<file path="src/rtl/seq_divider_8by4.sv">
// ---------------------------------------------------------------------------
// seq_divider_8by4
// Sequential unsigned 8-bit by 4-bit restoring divider. It computes one
// quotient bit per clock, so a divide takes 8 CALC cycles. A divisor of zero
// is detected when the operands are accepted and finishes in one cycle.
//
// State  | meaning
// -------+------------------------------------------------------------
// IDLE   | waiting for start; result outputs hold the last result
// CALC   | one restoring step per cycle, 8 steps (cnt 0..7)
// DONE   | done pulse for one cycle; start here is accepted as in IDLE
//
// Ports
//   clk          rising-edge clock
//   rst          asynchronous, active-low reset
//   start        request, sampled in IDLE or DONE
//   dividend     8-bit unsigned dividend, captured on the accepting edge
//   divisor      4-bit unsigned divisor, captured on the accepting edge
//   quotient     8-bit quotient, held until the next result
//   remainder    4-bit remainder, held with quotient
//   busy         high in CALC
//   done         one-cycle pulse in DONE
//   div_by_zero  set with the result when the captured divisor was 0
// ---------------------------------------------------------------------------
module seq_divider_8by4 (
    input  logic       clk,
    input  logic       rst,
    input  logic       start,
    input  logic [7:0] dividend,
    input  logic [3:0] divisor,
    output logic [7:0] quotient,
    output logic [3:0] remainder,
    output logic       busy,
    output logic       done,
    output logic       div_by_zero
);

    typedef enum logic [1:0] {
        S_IDLE = 2'd0,
        S_CALC = 2'd1,
        S_DONE = 2'd2
    } state_t;

    state_t      state_q, state_d;
    logic [7:0]  dvd_q, dvd_d;
    logic [4:0]  prem_q, prem_d;
    logic [3:0]  dsr_q, dsr_d;
    logic [2:0]  cnt_q, cnt_d;
    logic [7:0]  quo_q, quo_d;
    logic [3:0]  rem_q, rem_d;
    logic        dbz_q, dbz_d;

    logic        accept;
    logic [4:0]  trial;
    logic [5:0]  sum;
    logic        carry;
    logic [4:0]  step_prem;
    logic [7:0]  step_dvd;

    // Restoring step: subtract via two's complement; the carry-out out of
    // bit 4 is set exactly when trial >= divisor and becomes the quotient bit.
    always_comb begin
        trial     = {prem_q[3:0], dvd_q[7]};
        sum       = {1'b0, trial} + {1'b0, ~{1'b0, dsr_q}} + 6'd1;
        carry     = sum[5];
        step_prem = carry ? sum[4:0] : trial;
        step_dvd  = {dvd_q[6:0], carry};
    end

    assign accept = start && ((state_q == S_IDLE) || (state_q == S_DONE));

    // State register
    always_ff @(posedge clk or negedge rst) begin
        if (!rst) begin
            state_q <= S_IDLE;
        end else begin
            state_q <= state_d;
        end
    end

    // Next-state logic
    always_comb begin
        state_d = state_q;
        case (state_q)
            S_IDLE, S_DONE: begin
                if (accept) begin
                    state_d = (divisor == 4'd0) ? S_DONE : S_CALC;
                end else begin
                    state_d = S_IDLE;
                end
            end
            S_CALC: begin
                if (cnt_q == 3'd7) begin
                    state_d = S_DONE;
                end
            end
            default: state_d = S_IDLE;
        endcase
    end

    // Output decode
    always_comb begin
        busy = (state_q == S_CALC);
        done = (state_q == S_DONE);
    end

    // Datapath next values
    always_comb begin
        dvd_d  = dvd_q;
        prem_d = prem_q;
        dsr_d  = dsr_q;
        cnt_d  = cnt_q;
        quo_d  = quo_q;
        rem_d  = rem_q;
        dbz_d  = dbz_q;

        if (accept) begin
            if (divisor != 4'd0) begin
                dvd_d  = dividend;
                dsr_d  = divisor;
                prem_d = 5'd0;
                cnt_d  = 3'd0;
                dbz_d  = 1'b0;
            end else begin
                quo_d  = 8'hFF;
                rem_d  = 4'd0;
                dbz_d  = 1'b1;
            end
        end else if (state_q == S_CALC) begin
            dvd_d  = step_dvd;
            prem_d = step_prem;
            cnt_d  = cnt_q + 3'd1;
            // The last step's results go straight into the output registers.
            if (cnt_q == 3'd7) begin
                quo_d = step_dvd;
                rem_d = step_prem[3:0];
            end
        end
    end

    always_ff @(posedge clk or negedge rst) begin
        if (!rst) begin
            dvd_q  <= 8'd0;
            prem_q <= 5'd0;
            dsr_q  <= 4'd0;
            cnt_q  <= 3'd0;
            quo_q  <= 8'd0;
            rem_q  <= 4'd0;
            dbz_q  <= 1'b0;
        end else begin
            dvd_q  <= dvd_d;
            prem_q <= prem_d;
            dsr_q  <= dsr_d;
            cnt_q  <= cnt_d;
            quo_q  <= quo_d;
            rem_q  <= rem_d;
            dbz_q  <= dbz_d;
        end
    end

    assign quotient    = quo_q;
    assign remainder   = rem_q;
    assign div_by_zero = dbz_q;

endmodule

</file>
<file path="config.mk">
export PLATFORM = sky130hd
export DESIGN_NAME = seq_divider_8by4
export DESIGN_NICKNAME = d
export VERILOG_FILES = /design/src/rtl/seq_divider_8by4.sv
export SDC_FILE = /design/constraint.sdc
export NUM_CORES = 1
export LEC_CHECK = 0
export BUFFER_PORTS_ARGS = -buffer_cell sky130_fd_sc_hd__buf_2
export CORE_MARGIN = 2
export CORE_UTILIZATION = 50
export CTS_BUF_LIST = sky130_fd_sc_hd__clkbuf_2 sky130_fd_sc_hd__clkbuf_4 sky130_fd_sc_hd__clkbuf_8
export CTS_CLUSTER_SIZE = 14
export DETAILED_ROUTE_END_ITERATION = 16
export GPL_TIMING_DRIVEN = 0
export PLACE_DENSITY_LB_ADDON = 0.12
export SLEW_MARGIN = 10
export SYNTH_ARGS = -nofsm -noshare
export SYNTH_HDL_FRONTEND = slang
export SYNTH_SLANG_ARGS = --single-unit
</file>
<file path="constraint.sdc">
create_clock -name clk -period 2.7 [get_ports clk]
set_input_delay 0.135 -clock clk [delete_from_list [all_inputs] [get_ports clk]]
set_output_delay 0.135 -clock clk [all_outputs]
set_load 0.1 [all_outputs]
</file>
-- After elaboration in Yosys (flattened, before gate mapping)
Cells that the tools add are included.
- flip-flop bits (word level): 34
- memories kept: 0
- memory bits (read-only): 0
- RAM bits: 0
- logic and storage cells: 52
- latch bits: 0
- $add $sub $neg: 3
- magnitude comparators: 0
- muxes and demuxes: 23
- multipliers: 0
- divide/modulo/power cells: 0
- reduce and logical (&&, ||, !) cells: 11
- equality and inequality tests: 6
- shifts and indexed selects: 0
- bitwise logic cells: 1
- operators with widths (kind ; count):
    $mux 8 ; 7
    $mux 4 ; 8
    $mux 3 ; 3
    $add 5x5->6 ; 1
    $add 6x1->6 const B ; 1
    $mux 2 ; 3
    $not 4->5 ; 1
    $logic_not 4->1 ; 1
    $ne 2x1->1 const B ; 2
    $pmux 2 s2 ; 1
    $reduce_and 2->1 ; 2
    $reduce_bool 2->1 ; 2
    $reduce_bool 4->1 ; 1
    $add 3x1->3 const B ; 1
    $eq 3x3->1 const B ; 1
    $reduce_and 3->1 ; 1
    $eq 2x1->1 const B ; 1
    $eq 2x2->1 const B ; 1
    $logic_not 2->1 ; 1
    $ne 2x2->1 const B ; 1
    $reduce_or 2->1 ; 1
    $logic_and 1x1->1 ; 1
    $logic_or 1x1->1 ; 1
    $mux 1 ; 1

-- Depth between registers and ports, before layout
Gate-level depths: netlist of the first run.
- depth in word-level cells: 7
- depth in mapped cells: 6

-- Least setup slack after synthesis of the first run
Ideal clock, no wire load.
- kind: register to register
- start point: register state_q[0]
- end point: register quo_q[0], in the netlist quotient[0]
- library setup time: 0.068 ns
- path buffers: 0
- cell stages (with the launch flop): 5
- arrival time: 2.010 ns
- setup slack: 0.622 ns
- data required time: 2.632 ns
- path through: dfrtp_1 > nand2b_1 > clkinv_1 > nand2_1 > o32a_1
- elaborated cells between the ends (all ways): 10
- classes of those cells: 3 x eq/ne; 1 x mux; 6 x reduce/logical
- RTL lines (item ; RTL line ; RTL):
    from (decl) ; 44 ; state_t state_q, state_d;
    from (signal assigned) ; 77 ; state_q <= state_d;
    $eq 2x1->1 ; n/a ;
    via busy ; 33 ; output logic busy,
    $reduce_bool 2->1 (no source line) ; n/a ;
    $reduce_and 3->1 (no source line) ; n/a ;
    to (signal assigned) ; 155 ; quo_q <= quo_d;
    to (decl) ; 49 ; logic [7:0] quo_q, quo_d;
The timed path passes the listed nets, and every way through them passes these cells.
A chain may end at the register's enable or synchronous reset.

-- Worst setup path in the final report of the first run
- start point: register dsr_q[1]
- end point: register prem_q[2]
- longest elaborated chain between the ends: 6
- RTL lines (item ; RTL line ; RTL):
    from (decl) ; 47 ; logic [3:0] dsr_q, dsr_d;
    from (signal assigned) ; 153 ; dsr_q <= dsr_d;
    $not 4->5 ; 64 ; sum = {1'b0, trial} + {1'b0, ~{1'b0, dsr_q}} + 6'd1;
    $add 5x5->6 ; 64 ;
    $add 6x1->6 ; 64 ;
    $mux 4 ; 66 ; step_prem = carry ? sum[4:0] : trial;
    $mux 4 ; 129 ; end else if (state_q == S_CALC) begin
    $mux 4 ; 117 ; if (accept) begin
    to (signal assigned) ; 152 ; prem_q <= prem_d;
    to (decl) ; 46 ; logic [4:0] prem_q, prem_d;
Every way passes these cells. The select of a mux whose other input is x is not followed.

==> results of run 1 <==
-- cell type report --
cell class / instances / area (sq um)
fillers: 266 / 1160
repair buffers: 30 / 155
inverters: 7 / 26.3
flip-flops and latches: 34 / 851
clock inverters: 1 / 5.00
multi-input cells: 103 / 692
clock buffers: 7 / 58.8
well taps: 44 / 55.1
plain buffers: 5 / 21.3
-- critical path, stage by stage (launching register included) --
cell,delay [ns]
sky130_fd_sc_hd__dfrtp_1,0.42
sky130_fd_sc_hd__inv_1,0.06
sky130_fd_sc_hd__ha_1,0.26
sky130_fd_sc_hd__nor2b_1,0.16
sky130_fd_sc_hd__o311a_4,0.35
sky130_fd_sc_hd__or3_1,0.34
sky130_fd_sc_hd__a32o_1,0.26
-- worst max-delay path by stage --
stage                           startpoint                  endpoint  cells after the start
floorplan           state_q[0]$_DFFE_PN0P_   quotient[0]$_DFFE_PN0P_                      4
global placement      dsr_q[1]$_DFFE_PN0P_     prem_q[2]$_DFFE_PN0P_                      6
global route          dsr_q[1]$_DFFE_PN0P_  remainder[1]$_DFFE_PN0P_                      6
CTS                   dsr_q[1]$_DFFE_PN0P_     prem_q[2]$_DFFE_PN0P_                      6
finish                dsr_q[1]$_DFFE_PN0P_     prem_q[2]$_DFFE_PN0P_                      6
detailed placement    dsr_q[1]$_DFFE_PN0P_     prem_q[2]$_DFFE_PN0P_                      6
-- metrics by stage --
stage,instance area [sq um],setup WS (ns),cells
2_1_floorplan,1590,0.622,149
3_3_place_gp,1790,0.784,222
3_5_place_dp,1790,0.754,222
4_1_cts,1860,0.739,231
5_1_grt,1860,0.605,231
6_report,1860,0.745,231
-- kinds of logic after synthesis --
group	count (synthesis)	share of synthesized area [%]
xor+xnor	1	0.551
fa+ha+maj	7	5.98
compound gates	41	21.0
flops	34	53.5
simple gates	54	16.0
buf+inv	12	2.99
-- routing by layer --
layer	up-vias	share of wire (%)	routed length [microns]	GRT usage, %
met5	-	0	0	0
met4	0	1.5	52	8.25
met3	7	5.0	172	6.82
met2	41	46	1600	33.7
met1	605	47	1630	29.6
li1	616	-	-	-
-- synth_stat cells (all sizes together) (4+ instances only) --
master  count  share of area [%]
nor2        9                2.1
ha          6                4.7
o21ai       9                2.8
dfrtp      34                 54
a31oi       7                2.8
a32o        4                2.5
nand3       4                1.3
a22o        4                2.2
o22a        7                3.9
inv         6                1.4
nand2      27                6.4
-- flip-flops by register name (all words and copies together), names as in the netlist --
register,flops
div_by_zero,1
dsr_q,4
prem_q,4
dvd_q,8
cnt_q,3
quotient,8
remainder,4
state_q,2
-- timing repair --
| action | in CTS | in global routing |
|---|---|---|
| hold buffers | 1 | 0 |
| endpoints found under the setup margin | 0 | 0 |
| hold endpoints to repair | 34 | 0 |
==> results.py, run 1 <==
metrics = {
    "status": {
        "outcome": "completed",
    },
    "global_routing": {
        "antenna_found_initial": 0,
        "grt_start_max_net_pins": 35,
        "total_global_routing_track_utilization_pct": 22.0,
        "vias_in_the_first_global_route": 1234,
        "congestion_overflow_gr": 0,
        "first_pass_grt_wire_length_microns": 5780,
    },
    "clock_tree": {
        "clock-root-buffer": "sky130_fd_sc_hd__clkbuf_4",
        "tritoncts_buffers": 5,
        "post_cts.resized_instances": 0,
        "number_of_setup_buffers_added_after_cts": 0,
        "cts_sinks": 34,
        "clk_pin_slew_worst_paths_ns": 0.11,
        "clk_path_buf_depth": 2,
        "tritoncts": "built",
        "clock_tree.htree_level_count": 2,
        "clock_latency_ns": 0.33,
    },
    "setup_path": {
        "setup.worst_path.end_class": "register",
        "worstRegToRegCells": 6,
        "worstSetupPathType": "reg -> reg",
        "critical_path.reg2reg.endpoint": "prem_q[2]$_DFFE_PN0P_",
        "worst-endpoint-required_ns": 2.92,
        "startpoint_type": "register",
        "ff2ff_setup_slack_ns": 0.75,
        "r2r-start": "dsr_q[1]$_DFFE_PN0P_",
        "worst_path_fanout_max": 8,
        "arrival_time_at_the_worst_endpoint_ns": 2.18,
    },
    "timing": {
        "timing.final.setup_violations": 0,
        "rsz_0062_raised_after_global_routing": "false",
        "timing_worst_slew_pin_value_ns": 0.747,
        "clock-skew-final_ns": 0.00931,
        "finalHoldViolations": 0,
        "post_route_minimum_period_ns": 1.95,
        "worst_slew_margin_rel_pct": 50.2,
        "fmax_ghz": 0.512,
        "whs_ns": 0.0381,
        "total_count_of_max_transition_violations_in_the_final_report": 0,
        "finalCritPeriodShare_pct": 72.4,
        "fin_tns_setup_ns": 0,
    },
    "routing": {
        "wirelength_microns": 3460,
        "post_route_drc_violation_count": 0,
        "num_vias": 1269,
        "routedWlPerCell_microns": 15.0,
        "ant_nets": 0,
        "drt-pass1-iter-count": 4,
        "detail_route.iter0.violations": 52,
        "vias_per_cell": 5.49,
    },
    "placed_design": {
        "placement.io_buffers": 29,
        "gp_routability_congestion": 0.844,
        "place.detailed.hpwl_microns": 2530,
    },
    "floorplan": {
        "floorplan.initialDensity_pct": 52.5,
        "row_count": 20,
        "die_height_microns": 60.4,
        "core-area_sq_mm": 0.00303,
        "top_level_ports": 30,
        "die_w_microns": 60.4,
        "die_area_sq_mm": 0.00365,
    },
    "yosys": {
        "synth_sequential_area_ratio_pct": 53.5,
        "count_of_mapped_cells_out_of_synthesis": 149,
        "register_bit_count_reported_by_yosys": 34,
        "syn_nets": 171,
        "synth_area_per_cell_sq_um": 10.7,
        "yosysWarningCount": 0,
        "synth.cell_area_sq_mm": 0.00159,
        "count_of_cell_types_in_the_netlist": 35,
        "number_of_flops_mapped_to_enable_cells_by_yosys": 0,
        "synth_top_flop_cell": "sky130_fd_sc_hd__dfrtp_1",
        "postSynth.asyncResetShare_pct": 100,
    },
    "hold_path": {
        "worst_hold_path.endpoint": "dvd_q[2]$_DFFE_PN0P_",
        "holdPathStages": 3,
        "min_delay_worst_type": "in -> reg",
        "worst_hold_startpoint": "dividend[2]",
    },
    "final_layout": {
        "drive_above_1_share_pct": 25.1,
        "fin_util_pct": 61.6,
        "nets": 208,
        "most_common_library_cell_in_the_layout_ignoring_fill_and_taps": "sky130_fd_sc_hd__dfrtp_1",
        "flow.area_growth_from_synthesis_pct": 17.2,
        "layout.cells.most_common_list": "34 x sky130_fd_sc_hd__dfrtp_1, 31 x sky130_fd_sc_hd__buf_2, 27 x sky130_fd_sc_hd__nand2_1",
        "antenna_cells": 0,
    },
    "job": {
        "timing.max_cap.violations": 0,
    },
}
Power of run 1 is left out: the tool's default activity adds up to more than one toggle a clock period on the data nets, which glitch-free logic cannot reach.
==> run 2, diff against run 1 <==
- clock period: 2.7 -> 1.7 ns (I/O delays scaled with it)
==> run 2 against run 1 <==
The run now ends with setup timing left. Non-clock buffer count is 9 higher. Utilization is 5.4 points higher. Hold slack worse by 0.022 ns. Clock skew is 0.010 ns higher. Routed wire length is 9.6% higher. Global-route usage is 1.6 points higher. Highest routed layer unchanged.
==> results.py, run 2 (same netlist as run 1, synthesis figures left out) <==
metrics = {
    "routing": {
        "wirelength_microns": 3790,
        "ant_nets": 0,
        "vias_per_cell": 5.61,
        "routedWlPerCell_microns": 15.8,
        "num_vias": 1347,
        "post_route_drc_violation_count": 0,
        "detail_route.iter0.violations": 76,
        "drt-pass1-iter-count": 4,
    },
    "timing": {
        "worst_slew_margin_rel_pct": 50.9,
        "layout_setup_ws_ns": -0.122,
        "timing_worst_slew_pin_value_ns": 0.736,
        "post_route_minimum_period_ns": 1.82,
        "timing.final.setup_violations": 7,
        "finalHoldViolations": 0,
        "rsz_0062_raised_after_global_routing": "true",
        "total_count_of_max_transition_violations_in_the_final_report": 0,
        "finalCritPeriodShare_pct": 107,
        "clock-skew-final_ns": 0.0198,
        "fmax_ghz": 0.549,
    },
    "setup_path": {
        "setup.worst_path.end_class": "register",
        "critical_path.reg2reg.endpoint": "prem_q[2]$_DFFE_PN0P_",
        "worstRegToRegCells": 5,
        "worstSetupPathType": "reg -> reg",
        "r2r-start": "prem_q[0]$_DFFE_PN0P_",
        "arrival_time_at_the_worst_endpoint_ns": 2.07,
        "startpoint_type": "register",
        "worst-endpoint-required_ns": 1.95,
        "worst_path_fanout_max": 3,
        "ff2ff_setup_slack_ns": -0.12,
    },
    "final_layout": {
        "post_layout_nonfiller_instances": 240,
        "flow.area_growth_from_synthesis_pct": 27.5,
        "multi_input_logic_area_sq_um": 749,
        "nets": 217,
        "layout.area.seq_sq_um": 851,
        "layout.filler_cells": 253,
        "drive_above_1_share_pct": 32.7,
        "antenna_cells": 0,
        "layout.cells.most_common_list": "34 x sky130_fd_sc_hd__dfrtp_1, 30 x sky130_fd_sc_hd__buf_2, 27 x sky130_fd_sc_hd__nand2_1",
        "most_common_library_cell_in_the_layout_ignoring_fill_and_taps": "sky130_fd_sc_hd__dfrtp_1",
    },
    "status": {
        "outcome": "finished with violations",
        "violated_checks": "setup timing",
    },
    "hold_path": {
        "worst_hold_startpoint": "dividend[6]",
        "min_delay_worst_type": "in -> reg",
        "holdPathStages": 3,
        "worst_hold_path.endpoint": "dvd_q[6]$_DFFE_PN0P_",
    },
    "clock_tree": {
        "cts_sinks": 34,
        "tritoncts": "built",
        "clk_pin_slew_worst_paths_ns": 0.11,
        "clk_path_buf_depth": 2,
        "tritoncts_buffers": 5,
        "clock_latency_ns": 0.34,
        "clock_tree.htree_level_count": 2,
        "clock-root-buffer": "sky130_fd_sc_hd__clkbuf_4",
    },
    "floorplan": {
        "top_level_ports": 30,
        "die_height_microns": 60.4,
        "die_area_sq_mm": 0.00365,
        "die_w_microns": 60.4,
        "floorplan.initialDensity_pct": 52.5,
        "core-area_sq_mm": 0.00303,
        "row_count": 20,
    },
    "global_routing": {
        "congestion_overflow_gr": 0,
        "antenna_found_initial": 0,
        "vias_in_the_first_global_route": 1283,
        "first_pass_grt_wire_length_microns": 6090,
        "grt_start_max_net_pins": 35,
        "total_global_routing_track_utilization_pct": 23.6,
    },
    "job": {
        "timing.max_cap.violations": 0,
    },
    "placed_design": {
        "dpl_worst_slack_ns": -0.233,
        "gp_routability_congestion": 0.833,
        "placement.io_buffers": 29,
        "place.detailed.hpwl_microns": 2520,
        "dpl.cell_count": 222,
    },
}
-- run 2: cell types whose count changed in the layout (fill, tap and decap cells not counted), sizes merged --
cell	previous run	this run
buf	31	36
dlygate4sd3	1	6
clkinv	2	1
-- run 2: critical path, stage by stage (launching register included) --
cell	delay, ns
sky130_fd_sc_hd__dfrtp_1	0.40
sky130_fd_sc_hd__ha_1	0.29
sky130_fd_sc_hd__nor2b_4	0.14
sky130_fd_sc_hd__o311a_4	0.31
sky130_fd_sc_hd__or3_4	0.33
sky130_fd_sc_hd__a32o_1	0.25
-- run 2: worst max-delay path by stage --
stage | startpoint | endpoint | slack, ns | cells past startpoint
finish | prem_q[0]$_DFFE_PN0P_ | prem_q[2]$_DFFE_PN0P_ | -0.12 | 5
global route | prem_q[0]$_DFFE_PN0P_ | remainder[0]$_DFFE_PN0P_ | -0.17 | 5
CTS | dsr_q[1]$_DFFE_PN0P_ | prem_q[2]$_DFFE_PN0P_ | -0.13 | 6
detailed placement | dsr_q[1]$_DFFE_PN0P_ | prem_q[2]$_DFFE_PN0P_ | -0.23 | 6
global placement | dsr_q[1]$_DFFE_PN0P_ | prem_q[2]$_DFFE_PN0P_ | -0.19 | 6
floorplan | dsr_q[1]$_DFFE_PN0P_ | prem_q[2]$_DFFE_PN0P_ | -0.11 | 6
-- run 2: per-layer routing --
metal / global-route usage (%) / routed length (microns) / vias to the layer above
li1: - / - / 633
met1: 30.1 / 1630 / 644
met2: 37.0 / 1820 / 62
met3: 7.46 / 273 / 8
met4: 10.5 / 67 / 0
met5: 0 / 0 / -
-- run 2: layout make-up --
class	count	share of cell area (%)
Multi-Input combinational cell	103	37.0
Inverter	7	1.36
Buffer	4	0.988
Timing Repair Buffer	40	12.1
Sequential cell	34	42.0
Clock buffer	8	3.89
Tap cell	44	2.72
-- run 2: what timing repair did --
action | 4_1_cts | 5_1_grt
endpoints found under the setup margin | 18 | 20
pin swaps | 5 | 3
gates cloned | 0 | 0
buffers inserted | 3 | 2
resized for setup | 6 | 11
hold buffers | 6 | 0
hold endpoints to repair | 39 | 0
-- run 2: per-stage QoR --
step           area, sq um  util [%]  hold slack [ns]  setup TNS, ns
2_1_floorplan         1600         -           -0.211         -0.190
5_1_grt               2030      66.9          0.00493          -1.06
6_report              2030      66.9           0.0165         -0.402
3_5_place_dp          1800      59.5            0.188          -2.72
4_1_cts               2000      65.9          0.00106         -0.757
3_3_place_gp          1800      59.5            0.185          -2.03
Power of run 2 is left out for the same reason.
